[src/rtl/booth_r4_seq_mul.sv]
// Iterative radix-4 Booth multiplier.
// Accepts an operand pair over a valid/ready handshake. It then retires one
// Booth group per cycle into a shifted running sum, and presents the
// 2*DW-bit product over a valid/ready output handshake.
module booth_r4_seq_mul #(
  parameter int DW = 8
) (
  input  logic            clk,
  input  logic            rst,
  input  logic            in_valid,
  output logic            in_ready,
  input  logic [DW-1:0]   in_a,
  input  logic [DW-1:0]   in_b,
  input  logic            in_signed,
  output logic            out_valid,
  input  logic            out_ready,
  output logic [2*DW-1:0] out_product,
  output logic            busy
);

  localparam int GRP = DW / 2 + 1;     // Booth groups scanned
  localparam int AW  = DW + 2;         // extended operand width
  localparam int MW  = DW + 3;         // width that holds +/-2A
  localparam int ACW = 2 * DW + 4;     // accumulator width
  localparam int CW  = $clog2(GRP);    // group counter width

  typedef enum logic [1:0] {
    IDLE = 2'd0,
    RUN  = 2'd1,
    DONE = 2'd2
  } state_t;

  state_t            state_r;
  state_t            state_next_s;
  logic [CW-1:0]     cnt_r;
  logic [AW-1:0]     a_r;
  logic [AW:0]       b_r;          // {extended B, implicit b[-1]=0}
  logic [ACW-1:0]    acc_r;
  logic [2*DW-1:0]   product_r;

  logic [2:0]        dec_s;        // {negate, select 2A, select A}
  logic [MW-1:0]     mag_s;
  logic [MW-1:0]     pp_s;
  logic [ACW-1:0]    pp_ext_s;
  logic [ACW-1:0]    cin_ext_s;
  logic [CW:0]       shamt_s;
  logic [ACW-1:0]    acc_next_s;
  logic              last_grp_s;

  // Booth radix-4 recoding of one 3-bit window into {neg, two, one}.
  function automatic logic [2:0] booth_decode(input logic [2:0] enc);
    case (enc)
      3'b000, 3'b111: booth_decode = 3'b000;
      3'b001, 3'b010: booth_decode = 3'b001;
      3'b011:         booth_decode = 3'b010;
      3'b100:         booth_decode = 3'b110;
      3'b101, 3'b110: booth_decode = 3'b101;
      default:        booth_decode = 3'b000;
    endcase
  endfunction

  // Partial product selection and shifted accumulation for the current group.
  // A negative partial product is the one's complement plus a carry-in. The
  // carry-in is shifted into the same weight as the partial product.
  always_comb begin
    dec_s = booth_decode(b_r[2:0]);
    if (dec_s[0]) begin
      mag_s = {a_r[AW-1], a_r};
    end else if (dec_s[1]) begin
      mag_s = {a_r, 1'b0};
    end else begin
      mag_s = {MW{1'b0}};
    end
    if (dec_s[2]) begin
      pp_s = ~mag_s;
    end else begin
      pp_s = mag_s;
    end
    pp_ext_s   = {{(ACW-MW){pp_s[MW-1]}}, pp_s};
    cin_ext_s  = {{(ACW-1){1'b0}}, dec_s[2]};
    shamt_s    = {cnt_r, 1'b0};
    acc_next_s = acc_r + (pp_ext_s << shamt_s) + (cin_ext_s << shamt_s);
    last_grp_s = (cnt_r == CW'(GRP - 1));
  end

  // State register plus operand, counter, accumulator and result registers.
  always_ff @(posedge clk) begin
    if (rst) begin
      state_r   <= IDLE;
      cnt_r     <= {CW{1'b0}};
      a_r       <= {AW{1'b0}};
      b_r       <= {(AW+1){1'b0}};
      acc_r     <= {ACW{1'b0}};
      product_r <= {(2*DW){1'b0}};
    end else begin
      state_r <= state_next_s;
      case (state_r)
        IDLE: begin
          if (in_valid) begin
            a_r   <= {{2{in_signed & in_a[DW-1]}}, in_a};
            b_r   <= {{2{in_signed & in_b[DW-1]}}, in_b, 1'b0};
            acc_r <= {ACW{1'b0}};
            cnt_r <= {CW{1'b0}};
          end
        end
        RUN: begin
          acc_r <= acc_next_s;
          b_r   <= b_r >> 2;
          cnt_r <= cnt_r + CW'(1);
          if (last_grp_s) begin
            product_r <= acc_next_s[2*DW-1:0];
          end
        end
        default: begin
        end
      endcase
    end
  end

  // Next-state logic and state-decoded handshake outputs.
  always_comb begin
    state_next_s = state_r;
    in_ready     = 1'b0;
    out_valid    = 1'b0;
    busy         = 1'b0;
    case (state_r)
      IDLE: begin
        in_ready = 1'b1;
        if (in_valid) begin
          state_next_s = RUN;
        end else begin
          state_next_s = IDLE;
        end
      end
      RUN: begin
        busy = 1'b1;
        if (last_grp_s) begin
          state_next_s = DONE;
        end else begin
          state_next_s = RUN;
        end
      end
      DONE: begin
        busy      = 1'b1;
        out_valid = 1'b1;
        if (out_ready) begin
          state_next_s = IDLE;
        end else begin
          state_next_s = DONE;
        end
      end
      default: begin
        state_next_s = IDLE;
      end
    endcase
  end

  assign out_product = product_r;

endmodule

[config.mk]
export PLATFORM = sky130hd
export DESIGN_NAME = booth_r4_seq_mul
export DESIGN_NICKNAME = d
export VERILOG_FILES = /design/src/rtl/booth_r4_seq_mul.sv
export SDC_FILE = /design/constraint.sdc
export NUM_CORES = 1
export LEC_CHECK = 0
export CORE_ASPECT_RATIO = 0.75
export CORE_MARGIN = 1.5
export CORE_UTILIZATION = 58
export CTS_CLUSTER_DIAMETER = 100
export DETAILED_ROUTE_END_ITERATION = 8
export DONT_BUFFER_PORTS = 1
export PLACE_DENSITY = 0.76
export SLEW_MARGIN = 20
export SYNTH_ARGS = -nofsm -noshare
export SYNTH_HDL_FRONTEND = slang
export SYNTH_SLANG_ARGS = --single-unit
export TNS_END_PERCENT = 100
[constraint.sdc]
create_clock -name clk -period 4.2 [get_ports clk]
set_input_delay 0.84 -clock clk [delete_from_list [all_inputs] [get_ports clk]]
set_output_delay 0.84 -clock clk [all_outputs]
set_load 0.03 [all_outputs]
==> Word-level counts from Yosys, hierarchy flattened <==
Memory sizes are Yosys's and may differ from the RTL's. A register that Yosys moved wholly into a read port is not among the register bits.
Index checks and enable logic that the tools add are counted.
{ "totals": {"in_bits": 21, "output_inout_bits": 19, "wordCells": 43, "mem_count": 1, "register_bits": 61, "rom_bits": 24} }
{ "op_classes": {"n_eq_ne": 4, "n_addsub": 3, "n_reduce_logical": 6, "shift": 2, "n_mux": 18, "bitwise": 3} }
{ "memory_table": {"columns": ["memory", "depth", "width", "read_ports", "rd_clocked_by_memory_dff", "write_ports", "line_no", "source"], "rows": [
  ["(name not given)", 8, 3, 1, 1, 0, "52", "case (enc)"]
]} }
{ "ops": {"columns": ["cell", "n"], "rows": [
  ["two-way mux 11 bit", 4],
  ["adder 20 bit", 2],
  ["case mux 20 bit (2 select lines)", 1],
  ["case mux 11 bit (2 select lines)", 1],
  ["two-way mux 20 bit", 1],
  ["left shift 1 x 4 -> 20 bit", 1],
  ["left shift 20 x 4 -> 20 bit", 1],
  ["NOT 11 bit", 1],
  ["two-way mux 3 bit", 3],
  ["case mux 2 bit (3 select lines)", 1],
  ["case mux 3 bit (2 select lines)", 1],
  ["AND reduction 2 bit", 3],
  ["two-way mux 1 bit", 4],
  ["two-way mux 2 bit", 2],
  ["adder 3 x 1 -> 3 bit, second input constant", 1],
  ["equality test 3 bit, second input constant", 1],
  ["bitwise AND 1 bit", 2],
  ["equality test 2 x 1 -> 1 bit, second input constant", 1],
  ["equality test 2 bit, second input constant", 1],
  ["logical NOT 2 bit", 1],
  ["inequality test 2 bit, second input constant", 1],
  ["nonzero test 2 bit", 1],
  ["OR reduction 2 bit", 1]
]} }

==> Logic depth before layout (Yosys ltp) <==
Gate-level depths: netlist (run 1).
{ "depth": {"word_depth": 8, "mapped_depth": 20, "ltp_nobuf": 18} }

==> Least setup slack after synthesis (run 1) <==
Ideal clock, no wire load.
{ "synth_timing": {"kind": "register to register", "startpoint": "register dec_s[0] (netlist name)", "endpoint": "register product_r[13], in the netlist out_product[13]", "path_slack_ns": 0.315, "setup_time_ns": 0.136, "path_stages_with_launch": 20, "required_time_ns": 4.064, "arrival_time_ns": 3.749, "period_less_slack_ns": 3.885, "path_cell_list": "dfxtp_1 buf_6 buf_2 nand2_1 o21ai_0 xor2_1 nor2_1 a21oi_1 nand2_1 fa_1 inv_1 fa_1 a21o_1 a21oi_1 o21bai_1 a211o_1 a21o_1 a21oi_1 xor2_1 a211oi_1"} }
{ "synth_via": {"elab_chain_len": 6} }
{ "synth_lines": {"columns": ["element", "line_no", "source"], "rows": [
  ["two-way mux 11 bit *", "67", "if (dec_s[0]) begin"],
  ["NOT 11 bit", "75", "pp_s = ~mag_s;"],
  ["two-way mux 11 bit *", "74", "if (dec_s[2]) begin"],
  ["left shift 20 x 4 -> 20 bit *", "82", "acc_next_s = acc_r + (pp_ext_s << shamt_s) + (cin_ext_s << shamt_s);"],
  ["adder 20 bit * (2 in a row)", "82", null],
  ["to (signal assigned)", "94", "product_r <= {(2*DW){1'b0}};"],
  ["to (signal assigned)", "111", "product_r <= acc_next_s[2*DW-1:0];"],
  ["to (decl)", "39", "logic [2*DW-1:0] product_r;"]
]} }
Every way passes the cells marked *; elsewhere a longest branch is shown, timed or not.
A chain may end at the register's enable or synchronous reset.

==> Worst setup path after layout (run 1) <==
{ "layout_timing": {"startpoint": "register dec_s[1] (netlist name)", "endpoint": "register product_r[13], in the netlist out_product[13]"} }
{ "layout_via": {"elab_chain_len": 7} }
{ "layout_lines": {"columns": ["element", "line_no", "source"], "rows": [
  ["two-way mux 11 bit *", "69", "end else if (dec_s[1]) begin"],
  ["two-way mux 11 bit *", "67", null],
  ["NOT 11 bit", "75", null],
  ["two-way mux 11 bit *", "74", null],
  ["left shift 20 x 4 -> 20 bit *", "82", null],
  ["adder 20 bit * (2 in a row)", "82", null]
]} }
Marked as above.

==> results.toml, run 1 <==
[drt]
drt_iter0_drc = 161
wl_um = 9280
viasPerCell = 5.99
met1Wirelength_um = 4500
top_layer = "met4"
route.vias.total = 3368
ant_nets = 0
first_pass_iters = 5
wire_per_inst_um = 16.5
drc = 0
wl_met3_um = 804
met2WireLength_um = 3830

[grt]
grt_start_max_net_pins = 64
grt_usage = 0.270
grt_pass1_vias = 3258
antenna_found_initial = 0
grt_pass1_wl_um = 15500
gr-total-overflow = 0

[critical_path]
r2r_end = "out_product[13]$_SDFFE_PP0P_"
path_class = "flop to flop"
cp_max_fo = 12
cpLargestDelayFamily = "compound AO/OA/AOI/OAI gates"
ff2ff_path_depth = 18
cp-end-kind = "flop"
r2r_start = "dec_s[1]$_DFF_P_"
crit_chain = "buf_4 -> nand2_1 -> o21ai_0 -> xor2_1 -> nand2_1 -> o21ai_0 -> mux2i_1 -> o32ai_2 -> fa_1 -> ha_1 -> a21oi_1 -> nor2b_1 -> o21a_1 -> a211o_1 -> a21o_1 -> a21oi_1 -> xor2_1 -> a211oi_1"
max_stage_delay_ns = 0.48
cp.arrival_ns = 4.19
worst_ep_required_time_ns = 4.43
critPathLaunchType = "flop"
cp_num_buf_inv = 1
rrSetupSlack_ns = 0.24
cp_slowest_cell = "fa_1"

[timing]
tightest_slew_ns = 0.775
max_clock_freq_ghz = 0.252
period_minus_slack_ns = 3.96
slew_violations = 0
relSlewSlack = 0.480
skew_ns = 0.0141
finalHoldViolations = 0
finalCritPeriodShare = 0.944
worst_slack_ns = 0.236
setup_viol = 0
setup-tns-final_ns = 0

[yosys]
async_flop_share = 0
synth_xor_area_frac = 0.0470
synthMuxAreaShare = 0.0332
yosysSeqAreaShare = 0.304
syn_area_sq_um = 3890
synth_ff_type = "dfxtp_1"
yosysWarningCount = 0
synth_top_cell_by_area = "dfxtp_1"
synth-seq-cells = 59
synth_top_family_by_area = "compound AO/OA/AOI/OAI gates"
synthAdderAreaFrac = 0.143
synth_compound_area_frac = 0.214
synthDistinctLibCells = 54
synth-edff-count = 0
syn_avg_cell_area_sq_um = 8.10
syn_nets = 540
synthTopCellsByCount = "78 x nand2_1, 59 x dfxtp_1, 45 x a21oi_1"
synth_top_cell_area_share = 0.304
yosys-top-cells-area = "dfxtp_1 30%, ha_1 9.7%, nand2_1 7.5%"
synthSimpleGateAreaFrac = 0.209
yosysMostFrequentCell = "nand2_1"
syn_inst = 480

[cells_and_area]
areaGrowthSynthToFinish_pct = 6.95
num-fill-cells = 555
diodes = 0
final_net_count = 536
drive_gt1_frac = 0.102

[floorplan]
pin_count = 40
die_area_sq_um = 7210
die_w_um = 97.5
core_sq_um = 6380
fp.dieH_um = 73.9
start_util = 0.609
num_rows = 25

[cts]
cts_tree = "done"
cts-root-buf = "clkbuf_8"
cts_max_level = 3
clkSinkCount = 59
path_clk_slew_ns = 0.08
numCtsBuffers = 9
cts_buffer_depth = 2
insertion_delay_ns = 0.34

[placement]
post-place-ws_ns = 0.161
dp_hpwl_um = 6910
portBuffers = 0
gp_congestion = 0.956

[pwr]
powerDensity_nw_per_um2 = 346
leakage_uw = 0.00182
vdd_drop_max_uv = 360

[status]
outcome = "finished clean"

[worst_hold_path]
min_to = "acc_r[2]$_SDFFE_PP0P_"
worstHoldPathCells = 2
worstHoldStart = "acc_r[2]$_SDFFE_PP0P_"
min_path_type = "flop to flop"

[flow_run]
max_cap_viol_count = 0
==> power by group <==
group	switching (uW)	internal [uW]
logic	221	136
registers	23.4	585
clock network	239	232
==> state kept, by name (all words and copies together), names as in the netlist <==
| register | count |
|---|---|
| dec_s | 3 |
| acc_r | 16 |
| state_r | 2 |
| cnt_r | 3 |
| a_r | 9 |
| out_product | 16 |
| b_r | 10 |
==> layer usage <==
metal	track usage	up-vias
met3	0.0809	14
met4	0.0857	0
met2	0.397	143
met5	0	-
li1	-	1660
met1	0.383	1551
==> metrics by stage <==
stage / std cells / hold WS (ns) / utilization / total power (uW) / instance area [sq um]
6_report: 562 / 0.452 / 0.652 / 1440 / 4160
5_1_grt: 562 / 0.472 / 0.652 / 1510 / 4160
4_1_cts: 561 / 0.453 / 0.648 / 1430 / 4130
3_5_place_dp: 545 / 0.443 / 0.620 / 965 / 3950
3_3_place_gp: 545 / 0.437 / 0.620 / 957 / 3950
2_1_floorplan: 480 / 0.432 / - / 886 / 3890
==> worst reg2reg max path: stages, from the launching register on <==
cell and delay [ns]:
dfxtp_1 0.34, buf_4 0.18, nand2_1 0.07, o21ai_0 0.19, xor2_1 0.22, nand2_1 0.07, o21ai_0 0.13, mux2i_1 0.15
o32ai_2 0.19, fa_1 0.48, ha_1 0.38, a21oi_1 0.21, nor2b_1 0.07, o21a_1 0.17, a211o_1 0.29, a21o_1 0.22
a21oi_1 0.20, xor2_1 0.21, a211oi_1 0.09
==> cell type report <==
cell class              instances  area [sq um]  area share
clock buffers                  11           141      0.0340
clock inverters                 5          37.5     0.00903
inverters                      23          86.3      0.0208
multi-input cells             372          2520       0.606
flip-flops and latches         59          1180       0.285
well taps                      81           101      0.0244
repair buffers                 11          86.3      0.0208
==> logic make-up (layout without fill, tap and decap cells) <==
family,after synthesis,after routing
simple gates,180,180
flops,59,59
xor+xnor,20,20
fa+ha+maj,39,39
buf+inv,49,50
compound gates,123,123
mux,10,10
==> cell usage in the layout, fill, tap and decap left out, types with 4 or more instances in the layout <==
master and n:
clkbuf_8 10, a211oi_2 4, dfxtp_1 57, fa_1 9, nand3b_1 6, a21o_1 7, mux2i_1 5, inv_1 21
a21oi_2 4, o21ai_1 6, o21a_1 4, nand2_1 78, nor2_1 44, ha_1 30, a21oi_1 44, and3_1 4
o22ai_1 10, nand3_1 15, nor3_1 15, xnor2_1 8, a211oi_1 5, buf_4 10, a22oi_1 9, xor2_1 11
o21ai_0 10
==> how the worst max path moves through the flow <==
stage	startpoint	endpoint	slack (ns)	cells after the start
floorplan	dec_s[0]$_DFF_P_	out_product[13]$_SDFFE_PP0P_	0.32	19
global placement	dec_s[0]$_DFF_P_	out_product[13]$_SDFFE_PP0P_	0.24	18
detailed placement	dec_s[0]$_DFF_P_	out_product[13]$_SDFFE_PP0P_	0.16	18
CTS	dec_s[0]$_DFF_P_	out_product[13]$_SDFFE_PP0P_	0.14	18
global route	dec_s[1]$_DFF_P_	out_product[13]$_SDFFE_PP0P_	-0.01	18
finish	dec_s[1]$_DFF_P_	out_product[13]$_SDFFE_PP0P_	0.24	18
==> timing repair <==
action,in CTS,in global routing
resized for setup,0,7
buffers inserted,0,1
endpoints found under the setup margin,0,6
hold buffers,0,0
Power figures use the tool's default switching activity.
==> inputs of run 2 (changes only) <==
SLEW_MARGIN = 0   (was 20)
==> results of run 2 <==
Final layout, timing and power as in run 1 (identical DEF).
==> inputs of run 3 (changes only) <==
ABC_AREA = 1   (was default)
==> run 3 against run 2 <==
Power is 4.9% lower. Critical path depth down 1. Final cell count rose by 13%. Register-to-register slack better by 0.31 ns. Die area increased by 1.4%. Synthesized cell count is 15% higher. Cell area rose by 0.81%. Clock power up 9.1%. Sequential share of layout area shrank 0.29 points. Hold slack improved by 0.015 ns. Global-route usage grew 0.50 points. First-iteration DRC count increased by 11%. Critical path type unchanged. Largest cell class unchanged.
==> results.toml, run 3 <==
[status]
outcome = "finished clean"

[yosys]
async_flop_share = 0
yosysMostFrequentCell = "nand2_1"
synth_top_cell_area_share = 0.299
syn_inst = 551
syn_avg_cell_area_sq_um = 7.16
synthTopCellsByCount = "146 x nand2_1, 59 x dfxtp_1, 48 x inv_1"
synthDistinctLibCells = 39
synth_ff_type = "dfxtp_1"
yosys-top-cells-area = "dfxtp_1 30%, nand2_1 14%, ha_1 9.5%"
synth-seq-cells = 59
yosysWarningCount = 0
syn_area_sq_um = 3940
yosysSeqAreaShare = 0.299
synth_top_cell_by_area = "dfxtp_1"
syn_nets = 611
synth-edff-count = 0

[floorplan]
core_sq_um = 6440
num_rows = 25
die_w_um = 98.2
die_area_sq_um = 7310
fp.dieH_um = 74.4
start_util = 0.612
pin_count = 40

[drt]
viasPerCell = 5.66
wl_um = 9460
route.vias.total = 3586
drt_iter0_drc = 179
drc = 0
ant_nets = 0
wire_per_inst_um = 14.9
first_pass_iters = 4

[timing]
skew_ns = 0.00728
finalCritPeriodShare = 0.871
setup_viol = 0
holdWs_ns = 0.467
relSlewSlack = 0.463
period_minus_slack_ns = 3.66
finalHoldViolations = 0
tightest_slew_ns = 0.804
slew_violations = 0
grt_setup_unrepaired = "no"
setup-tns-final_ns = 0
max_clock_freq_ghz = 0.273

[critical_path]
worst_ep_required_time_ns = 4.47
ff2ff_path_depth = 17
crit_chain = "inv_2 -> xor2_1 -> nand2_1 -> o21ai_1 -> o21ai_1 -> or2_1 -> fa_1 -> inv_1 -> ha_1 -> a21oi_1 -> o21ai_1 -> a21oi_1 -> nor2_1 -> nor2_1 -> xnor2_1 -> nand2_1 -> a21oi_1"
cp-end-kind = "flop"
cp_slowest_cell = "dfxtp_1"
cpLargestDelayFamily = "compound AO/OA/AOI/OAI gates"
path_class = "flop to flop"
cp.arrival_ns = 3.93
cp_num_buf_inv = 2
cp_max_fo = 11
critical_path_depth = 17
max_stage_delay_ns = 0.59
critPathLaunchType = "flop"

[cells_and_area]
diodes = 0
final_util = 0.650
fin_area_sq_um = 4190
final_cell_mix = "146 x nand2_1, 59 x dfxtp_1, 48 x inv_1"
drive_gt1_frac = 0.0976
final_common_cell = "nand2_1"
final_net_count = 608
areaGrowthSynthToFinish_pct = 6.28

[cts]
insertion_delay_ns = 0.34
ctsHoldBuffers = 0
clkSinkCount = 59
numCtsBuffers = 9
cts_max_level = 3
cts_buffer_depth = 2
cts-root-buf = "clkbuf_8"
cts_tree = "done"
cts_resized = 0
path_clk_slew_ns = 0.07
post_cts_buffers = 0

[pwr]
p_comb_frac = 0.187
seq_power_share = 0.437
clkPwrFrac = 0.376
swShare = 0.314
vdd_drop_max_uv = 193
p_sw_uw = 429
powerDensity_nw_per_um2 = 326
leakage_uw = 0.00201
power.internal_uw = 938

[grt]
grt_pass1_wl_um = 15900
antenna_found_initial = 0
grt_pass1_vias = 3281
gr-total-overflow = 0
grt_start_max_net_pins = 30
grt_usage = 0.275

[flow_run]
max_cap_viol_count = 0

[placement]
dp_hpwl_um = 7320
dpl_cell_area_sq_um = 4000
gp_congestion = 1.01
portBuffers = 0

[worst_hold_path]
min_path_type = "flop to flop"
worstHoldPathCells = 2
## run 3: cell families after synthesis
family                     after synthesis  share of synthesized area
adders and majority gates               39                      0.141
AOI/OAI and AO/OA                      108                      0.163
buffers and inverters                   75                     0.0758
DFF                                     59                      0.299
xor gates and xnor gates                18                     0.0400
and+or+nand+nor                        252                      0.281
## run 3: per-layer routing
layer / global-route usage / vias up / share of wire
met5: 0 / - / 0
met4: 0.0736 / 0 / 0.014
met3: 0.0639 / 11 / 0.059
met2: 0.418 / 106 / 0.42
met1: 0.398 / 1667 / 0.51
li1: - / 1802 / -
## run 3: power groups by stage
stage	clock network, uW	logic [uW]	registers (uW)
floorplan	0	204	605
global route	540	289	599
CTS	519	254	597
finish	514	256	597
detailed placement	0	252	609
global placement	0	248	609
## run 3: final timing paths
| path | start | end | slack, ns |
|---|---|---|---|
| setup reg to reg | dec_s[2]$_SDFF_PN0_ | acc_r[9]$_SDFFE_PP0P_ | 0.54 |
| hold / removal | b_r[6]$_SDFFE_PP0P_ | b_r[4]$_SDFFE_PP0P_ | 0.47 |
| hold reg to reg | b_r[6]$_SDFFE_PP0P_ | b_r[4]$_SDFFE_PP0P_ | 0.47 |
| setup / recovery | dec_s[2]$_SDFF_PN0_ | acc_r[9]$_SDFFE_PP0P_ | 0.54 |
## run 3: tightest hold or removal path: stages (launching register included)
cell and delay (ns):
dfxtp_1 0.31, nand2_1 0.06, a31oi_1 0.06
## run 3: metrics by stage
step | std cells | total power (uW) | setup slack, ns
global route | 634 | 1430 | 0.124
CTS | 634 | 1370 | 0.533
detailed placement | 618 | 862 | 0.580
finish | 634 | 1370 | 0.543
floorplan | 551 | 809 | 1.04
global placement | 618 | 857 | 0.761
## run 3: area by class of cell
type                    count  area, sq um
repair buffers              6         45.0
flip-flops and latches     59         1180
fillers                   592         2250
multi-input cells         417         2460
clock inverters             6         66.3
inverters                  55          206
well taps                  81          101
clock buffers              10          128
